### config.mk
export PLATFORM = sky130hd
export DESIGN_NAME = alu_share_arbiter_flat
export DESIGN_NICKNAME = d
export VERILOG_FILES = /design/src/rtl/alu_share_arbiter_if.sv /design/src/rtl/alu_share_arbiter.sv /design/src/flat_wrapper.sv
export SDC_FILE = /design/constraint.sdc
export NUM_CORES = 1
export LEC_CHECK = 0
export CAP_MARGIN = 15
export CORE_UTILIZATION = 40
export DETAILED_ROUTE_END_ITERATION = 8
export PLACE_DENSITY = 0.86
export SETUP_SLACK_MARGIN = 0.02
export SYNTH_ARGS = -nofsm -noshare
export SYNTH_HDL_FRONTEND = slang
export SYNTH_SLANG_ARGS = --single-unit
export TNS_END_PERCENT = 5
### constraint.sdc
create_clock -name clk -period 3.7 [get_ports clk]
set_clock_uncertainty 0.1 [all_clocks]
set_input_delay 0.74 -clock clk [delete_from_list [all_inputs] [get_ports clk]]
set_output_delay 0.74 -clock clk [all_outputs]
set_load 0.02 [all_outputs]
### src/rtl/alu_share_arbiter_if.sv
// Request, shared-ALU and response signals between two requesters, one ALU and the arbiter.
// The arbiter connects through the slave modport; requesters, the ALU and the consumer use master.
interface alu_share_arbiter_if #(
    parameter int WIDTH = 32
);
    logic [1:0]            req_valid;
    logic [1:0]            req_ready;
    logic [1:0][WIDTH-1:0] req_a;
    logic [1:0][WIDTH-1:0] req_b;
    logic [1:0][2:0]       req_f;
    logic [WIDTH-1:0]      alu_a;
    logic [WIDTH-1:0]      alu_b;
    logic [2:0]            alu_f;
    logic [WIDTH-1:0]      alu_y;
    logic                  alu_zero;
    logic                  rsp_valid;
    logic                  rsp_id;
    logic [WIDTH-1:0]      rsp_y;
    logic                  rsp_zero;
    logic                  rsp_err;
    logic                  rsp_ready;

    modport slave (
        input  req_valid, req_a, req_b, req_f, alu_y, alu_zero, rsp_ready,
        output req_ready, alu_a, alu_b, alu_f, rsp_valid, rsp_id, rsp_y, rsp_zero, rsp_err
    );

    modport master (
        output req_valid, req_a, req_b, req_f, alu_y, alu_zero, rsp_ready,
        input  req_ready, alu_a, alu_b, alu_f, rsp_valid, rsp_id, rsp_y, rsp_zero, rsp_err
    );
endinterface

### src/rtl/alu_share_arbiter.sv
// Two-requester arbiter in front of one shared ALU: one registered transaction in flight.
// Optional macro ALU_ILLEGAL_OP_TRAP_EN: op 3'b011 is answered with rsp_err instead of executing.
module alu_share_arbiter #(
    parameter int WIDTH = 32,
    parameter bit RR_EN = 1'b1
) (
    input  logic                clk,
    input  logic                reset_n,
    alu_share_arbiter_if.slave  bus
);
    localparam logic [1:0] ST_IDLE = 2'b00;
    localparam logic [1:0] ST_EXEC = 2'b01;
    localparam logic [1:0] ST_RESP = 2'b10;

    logic [1:0]       r_state;
    logic [1:0]       w_state_nxt;
    logic             r_prio;
    logic [WIDTH-1:0] r_op_a;
    logic [WIDTH-1:0] r_op_b;
    logic [2:0]       r_op_f;
    logic             r_op_id;
    logic             r_rsp_valid;
    logic             r_rsp_id;
    logic [WIDTH-1:0] r_rsp_y;
    logic             r_rsp_zero;
    logic             r_rsp_err;

    logic [1:0]       w_pick;
    logic [1:0]       w_grant;
    logic             w_gnt_id;
    logic             w_accept;
    logic             w_trap;

    // Winner among the valid requesters; r_prio names the requester favoured on a tie
    always_comb begin
        w_pick = 2'b00;
        case (bus.req_valid)
            2'b01:   w_pick = 2'b01;
            2'b10:   w_pick = 2'b10;
            2'b11: begin
                if (RR_EN && r_prio) begin
                    w_pick = 2'b10;
                end else begin
                    w_pick = 2'b01;
                end
            end
            default: w_pick = 2'b00;
        endcase
    end

    // Grants only exist in IDLE and never while reset is asserted
    assign w_grant  = ((r_state == ST_IDLE) && reset_n) ? w_pick : 2'b00;
    assign w_gnt_id = w_grant[1];
    assign w_accept = |w_grant;

`ifdef ALU_ILLEGAL_OP_TRAP_EN
    localparam logic [2:0] OP_ILLEGAL = 3'b011;
    assign w_trap = (bus.req_f[w_gnt_id] == OP_ILLEGAL);
`else
    assign w_trap = 1'b0;
`endif

    // Next-state selection for the IDLE/EXEC/RESP sequence
    always_comb begin
        w_state_nxt = r_state;
        case (r_state)
            ST_IDLE: begin
                if (w_accept) begin
                    w_state_nxt = w_trap ? ST_RESP : ST_EXEC;
                end else begin
                    w_state_nxt = ST_IDLE;
                end
            end
            ST_EXEC: w_state_nxt = ST_RESP;
            ST_RESP: begin
                if (bus.rsp_ready) begin
                    w_state_nxt = ST_IDLE;
                end else begin
                    w_state_nxt = ST_RESP;
                end
            end
            default: w_state_nxt = ST_IDLE;
        endcase
    end

    // State register and round-robin priority pointer
    always_ff @(posedge clk or negedge reset_n) begin
        if (!reset_n) begin
            r_state <= ST_IDLE;
            r_prio  <= 1'b0;
        end else begin
            r_state <= w_state_nxt;
            if (w_accept) begin
                r_prio <= ~w_gnt_id;
            end
        end
    end

    // Operand registers double as the ALU drive, so the ALU only sees new values on accept
    always_ff @(posedge clk or negedge reset_n) begin
        if (!reset_n) begin
            r_op_a  <= {WIDTH{1'b0}};
            r_op_b  <= {WIDTH{1'b0}};
            r_op_f  <= 3'b000;
            r_op_id <= 1'b0;
        end else if (w_accept) begin
            r_op_id <= w_gnt_id;
            if (!w_trap) begin
                r_op_a <= bus.req_a[w_gnt_id];
                r_op_b <= bus.req_b[w_gnt_id];
                r_op_f <= bus.req_f[w_gnt_id];
            end
        end
    end

    // Response registers: loaded from the ALU after EXEC or directly on a trapped op
    always_ff @(posedge clk or negedge reset_n) begin
        if (!reset_n) begin
            r_rsp_valid <= 1'b0;
            r_rsp_id    <= 1'b0;
            r_rsp_y     <= {WIDTH{1'b0}};
            r_rsp_zero  <= 1'b0;
            r_rsp_err   <= 1'b0;
        end else begin
            case (r_state)
                ST_IDLE: begin
                    if (w_accept && w_trap) begin
                        r_rsp_valid <= 1'b1;
                        r_rsp_id    <= w_gnt_id;
                        r_rsp_y     <= {WIDTH{1'b0}};
                        r_rsp_zero  <= 1'b0;
                        r_rsp_err   <= 1'b1;
                    end else begin
                        r_rsp_valid <= 1'b0;
                    end
                end
                ST_EXEC: begin
                    r_rsp_valid <= 1'b1;
                    r_rsp_id    <= r_op_id;
                    r_rsp_y     <= bus.alu_y;
                    r_rsp_zero  <= bus.alu_zero;
                    r_rsp_err   <= 1'b0;
                end
                ST_RESP: begin
                    r_rsp_valid <= ~bus.rsp_ready;
                end
                default: r_rsp_valid <= 1'b0;
            endcase
        end
    end

    assign bus.req_ready = w_grant;
    assign bus.alu_a     = r_op_a;
    assign bus.alu_b     = r_op_b;
    assign bus.alu_f     = r_op_f;
    assign bus.rsp_valid = r_rsp_valid;
    assign bus.rsp_id    = r_rsp_id;
    assign bus.rsp_y     = r_rsp_y;
    assign bus.rsp_zero  = r_rsp_zero;
    assign bus.rsp_err   = r_rsp_err;
endmodule

### src/flat_wrapper.sv
// flat-port wrapper written by rule: the top's interface ports become plain ports
module alu_share_arbiter_flat 
#(
    parameter int WIDTH = 32,
    parameter bit RR_EN = 1'b1
)
  (clk, reset_n, bus_req_valid, bus_req_a, bus_req_b, bus_req_f, bus_alu_y, bus_alu_zero, bus_rsp_ready, bus_req_ready, bus_alu_a, bus_alu_b, bus_alu_f, bus_rsp_valid, bus_rsp_id, bus_rsp_y, bus_rsp_zero, bus_rsp_err);
  alu_share_arbiter_if #(.WIDTH(WIDTH)) bus_i ();
  input  logic clk;
  input  logic reset_n;
  input wire logic [$bits(bus_i.req_valid)-1:0] bus_req_valid;
  input wire logic [$bits(bus_i.req_a)-1:0] bus_req_a;
  input wire logic [$bits(bus_i.req_b)-1:0] bus_req_b;
  input wire logic [$bits(bus_i.req_f)-1:0] bus_req_f;
  input wire logic [$bits(bus_i.alu_y)-1:0] bus_alu_y;
  input wire logic [$bits(bus_i.alu_zero)-1:0] bus_alu_zero;
  input wire logic [$bits(bus_i.rsp_ready)-1:0] bus_rsp_ready;
  output wire logic [$bits(bus_i.req_ready)-1:0] bus_req_ready;
  output wire logic [$bits(bus_i.alu_a)-1:0] bus_alu_a;
  output wire logic [$bits(bus_i.alu_b)-1:0] bus_alu_b;
  output wire logic [$bits(bus_i.alu_f)-1:0] bus_alu_f;
  output wire logic [$bits(bus_i.rsp_valid)-1:0] bus_rsp_valid;
  output wire logic [$bits(bus_i.rsp_id)-1:0] bus_rsp_id;
  output wire logic [$bits(bus_i.rsp_y)-1:0] bus_rsp_y;
  output wire logic [$bits(bus_i.rsp_zero)-1:0] bus_rsp_zero;
  output wire logic [$bits(bus_i.rsp_err)-1:0] bus_rsp_err;
  assign bus_i.req_valid = bus_req_valid;
  assign bus_i.req_a = bus_req_a;
  assign bus_i.req_b = bus_req_b;
  assign bus_i.req_f = bus_req_f;
  assign bus_i.alu_y = bus_alu_y;
  assign bus_i.alu_zero = bus_alu_zero;
  assign bus_i.rsp_ready = bus_rsp_ready;
  assign bus_req_ready = bus_i.req_ready;
  assign bus_alu_a = bus_i.alu_a;
  assign bus_alu_b = bus_i.alu_b;
  assign bus_alu_f = bus_i.alu_f;
  assign bus_rsp_valid = bus_i.rsp_valid;
  assign bus_rsp_id = bus_i.rsp_id;
  assign bus_rsp_y = bus_i.rsp_y;
  assign bus_rsp_zero = bus_i.rsp_zero;
  assign bus_rsp_err = bus_i.rsp_err;
  alu_share_arbiter #(.WIDTH(WIDTH), .RR_EN(RR_EN)) u_core (.clk(clk), .reset_n(reset_n), .bus(bus_i));
endmodule
==> results <==
- From left edge to right edge, the die measures approximately 110 um.
- Among the stages of the critical path, the cell type that occurs most often is sky130_fd_sc_hd__clkdlybuf4s50_1.
- The count of fill cells added during filler insertion is about 770.
- The number of distinct library cell variants in the gate-level netlist after synthesis is 26.
- The initial antenna violation count came to 0.
- By count the netlist is led by sky130_fd_sc_hd__dfrtp_1, sky130_fd_sc_hd__a221o_1, sky130_fd_sc_hd__and2_1.
- The setup path with the least slack is of type primary input to primary output.
- The achievable clock frequency is about 0.31 GHz.
- The maximum VDD drop is 529 uV.
- The total of endpoints with negative setup slack in the final report is 0.
- The via count of the first global-routing pass is 4346.
- The worst setup path is launched from a primary input.
- The run finished with clean final reports.
- After synthesis, the share of flip-flops with an asynchronous set or reset is 100%.
- The final design area excluding fillers is just under 8000 um2.
- The average routed wire per standard cell is 18.9 um.
- The post-detailed-route count of antenna-violating nets is 0.
- Summed over all nets, the half-perimeter wirelength after detailed placement is around 11000 um.
- Across all layers, the routed design uses ~4.1k vias.
- The area of the mapped netlist is between 4000 and 5000 um2.
- After clock tree synthesis, the setup repair step added 0 buffers.
- The placed instances occupy a cell area of between 7000 and 8000 um2.
- In this run the number of H-tree levels came out at 3.
- After floorplanning, the core was sized to cover roughly 11000 um2.
- The number of remaining DRC errors is 0.
- The fraction of post-synthesis cell area in the top cell type by area is just under 60%.
- Counting I/O delays and the setup requirement, the final critical path takes between 3 and 4 ns.
- In this run the vertical extent of the chip is around 110 um.
- The total count of hold-check failures in the final report is 0.
- The path category of the worst min-delay check is primary input to asynchronous set/reset pin.
- 0 antenna diodes ended up in the layout.
- Summed over all instances, the cell type with the most area after synthesis is sky130_fd_sc_hd__dfrtp_1.
- The final weighted congestion of routability-driven global placement is around 0.74.
- The clock network burns 16.2% of the power.
- Setup repair after global routing left no endpoint under its margin.
- Across every metal layer, demand over resource in global routing totals roughly a quarter.
- The number of storage elements in the synthesis netlist is 106.
- Data on the critical path is required at its endpoint by 2.86 ns.
- The number of enable flip-flop cells after synthesis is 0.
- The number of nets produced by synthesis is between 500 and 600.
- After synthesis, the cell types taking the most area are sky130_fd_sc_hd__dfrtp_1, sky130_fd_sc_hd__a221o_1, sky130_fd_sc_hd__mux2_2.
- The synthesized area divided by synthesized cell count is about 13 um2.
- The internal power consumption is between 0.004 and 0.005 W.
- The sequential share of power is between 30% and 40%.
- In this run switching power makes up between 30% and 40% of total power.
- Summed over all failing endpoints, the final setup total negative slack is 0 ns.
- In this run, CTS created clock tree buffers numbering 9.
- The tool flagged a number of max-cap violations equal to 0.
- The share of post-route cells with drive strength above 1 is about a tenth.
- The switching power of the nets is ~0.0023 W.
- Counting along the longest clock path gives a buffer depth of 2.
- The first global-routing pass estimated between 20000 and 25000 um of wire.
- The maximum number of pins on one net before global-route repair is 62.
- The tree built by TritonCTS fans out to roughly 110 sinks.
- For the pin with the worst max-slew slack, the measured transition is ~0.76 ns.
- The dominant synthesized flop cell is sky130_fd_sc_hd__dfrtp_1.
- The die covers approximately 12000 um2.
- In this run, the number of DRC markers left after iteration 0 of detailed routing was 235.
- The number of buffers inserted by port buffering is between 200 and 300.
- The layout overhead on the synthesized area is 69.4%.
- The vias per cell is between 5 and 6.
- The row count is 38.
- TritonCTS built the clock tree.
- The worst slack on hold paths is around 0.41 ns.
- The max-slew headroom at the worst pin is roughly 50%.
- Once the floorplan was initialized, standard cells occupied just over 40% of the core.
- Clock tree synthesis selected as its root buffer the cell sky130_fd_sc_hd__clkbuf_16.
- At the later pin of the worst-skew pair, clock insertion delay measures between 0.3 and 0.4 ns.
- The largest fanout on the critical path is 5.
- In the post-synthesis netlist, the cell with the most instances is sky130_fd_sc_hd__dfrtp_1.
- For this run, the post-layout net count is 800.
- In this run the power density over the cells is slightly above 800 nW/um2.
- The signal on the critical path passes through clkdlybuf4s50_1 > nand3_1 > or2_1 > inv_6 > clkdlybuf4s50_1.
- The largest stage delay on the critical path is roughly 0.6 ns.
- Per report_power, the combinational group accounts for 51.5% of the total.
- The number of I/O pins is around 280.
- Sequential elements use approximately three fifths of the synthesized area.
- The worst setup path is captured at a primary output.
- The first detailed-routing pass took 4 iterations.
- For the worst setup path, the data arrival time is roughly 2.4 ns.
- The remaining global-route overflow is 0.
- After clock tree synthesis, the clock-pin slew on the worst setup and hold paths is roughly 0.07 ns.
- The max-slew violation count came to 0.
- The highest-delay cell along the critical path is sky130_fd_sc_hd__clkdlybuf4s50_1.
- The register-to-register setup slack is ~1.4 ns.
- After clock tree synthesis, the flow added hold-fix buffers numbering 0.
- After technology mapping, the gate count stands at 356.
- The final routed wirelength across all metal layers is between 10000 and 15000 um.
- The ratio of final minimum period to clock period is between 80% and 90%.
- The synthesis warning total is 0.
- In this run the static leakage power is roughly 3.2 nW.
- Gates resized during post-CTS repair numbered 0.
-- path summary, 6_finish.rpt --
| kind | from | end | cells after the start |
|---|---|---|---|
| setup / recovery | bus_req_valid[1] | bus_req_ready[1] | 5 |
| hold / removal | reset_n | u_core.bus.alu_b[20] | 2 |
| setup reg to reg | u_core.r_state[1] | u_core.bus.alu_a[17] | 7 |
| hold reg to reg | u_core.bus.rsp_y[12] | u_core.bus.rsp_y[12] | 1 |
| max in group asynchronous | reset_n | u_core.bus.alu_a[30] | 2 |
| min in group clk | u_core.bus.rsp_y[12] | u_core.bus.rsp_y[12] | 1 |
-- layout by cell type (no fill, tap or decap), types with 2 or more instances in the layout --
master                            synthesis  routed
sky130_fd_sc_hd__buf_4                    2      11
sky130_fd_sc_hd__nand3_1                  2       2
sky130_fd_sc_hd__clkdlybuf4s50_1          0     274
sky130_fd_sc_hd__a221o_1                 52      52
sky130_fd_sc_hd__mux2_2                  34      34
sky130_fd_sc_hd__and2_1                  52      52
sky130_fd_sc_hd__o211ai_1                31      31
sky130_fd_sc_hd__ha_1                     4       4
sky130_fd_sc_hd__inv_1                   19      19
sky130_fd_sc_hd__dfrtp_1                106     106
sky130_fd_sc_hd__clkbuf_16                0       9
sky130_fd_sc_hd__nand2_1                 15      15
sky130_fd_sc_hd__clkinv_2                 0       2
sky130_fd_sc_hd__bufinv_16                0       2
-- per-layer routing --
metal  global-route usage (%)  up-vias  wire [um]
li1                         -     1835          -
met3                     6.69       40       1180
met4                     14.5        0        509
met2                     42.2      200       7420
met5                        0        -          0
met1                     26.5     1995       5420
-- worst max-delay path, delay by kind of cell --
family	cells	cell delay, ns
buffers and inverters	3	1.27
and+or+nand+nor	2	0.42
-- sequential cells by signal (all words and copies together), names as in the netlist --
signal / count
u_core.bus.rsp_id: 1
u_core.bus.rsp_zero: 1
u_core.bus.alu_a: 32
u_core.bus.rsp_y: 32
u_core.r_prio: 1
u_core.bus.rsp_valid: 1
u_core.bus.alu_f: 3
u_core.r_op_id: 1
u_core.r_state: 2
u_core.bus.alu_b: 32
-- power by group through the flow --
stage	sequential (W)	clock (W)	combinational [W]
floorplan	0.00269	0	0.00102
global placement	0.00202	0	0.00318
finish	0.00204	0.00103	0.00326
detailed placement	0.00205	0	0.00327
CTS	0.00205	0.00105	0.00328
global route	0.00211	0.00110	0.00345
-- layout make-up --
| cell class | instances | area (um2) | area share, % |
|---|---|---|---|
| repair buffers | 285 | 2830 | 36.6 |
| flip-flops and latches | 106 | 2650 | 34.4 |
| multi-input cells | 202 | 1660 | 21.6 |
| clock buffers | 11 | 243 | 3.15 |
| well taps | 140 | 175 | 2.27 |
| inverters | 20 | 80.1 | 1.04 |
| clock inverters | 5 | 77.6 | 1.01 |
-- stage by stage --
step                setup slack [ns]  total power (W)  util, %  instances
floorplan                       1.26          0.00371        -        356
global placement               0.450          0.00520     67.4        753
detailed placement             0.421          0.00532     67.4        753
CTS                            0.421          0.00638     70.3        769
global route                   0.364          0.00665     70.3        769
finish                         0.422          0.00633     70.3        769
-- logic make-up after synthesis --
group	count (synthesis)	synth area share (%)
DFF	106	58.2
buffers and inverters	48	5.52
and+or+nand+nor	74	9.28
AOI/OAI and AO/OA	89	17.4
adders and majority gates	4	1.10
muxes	34	8.40
other	1	0.0823
No activity file was read; power rests on OpenSTA's default activity.
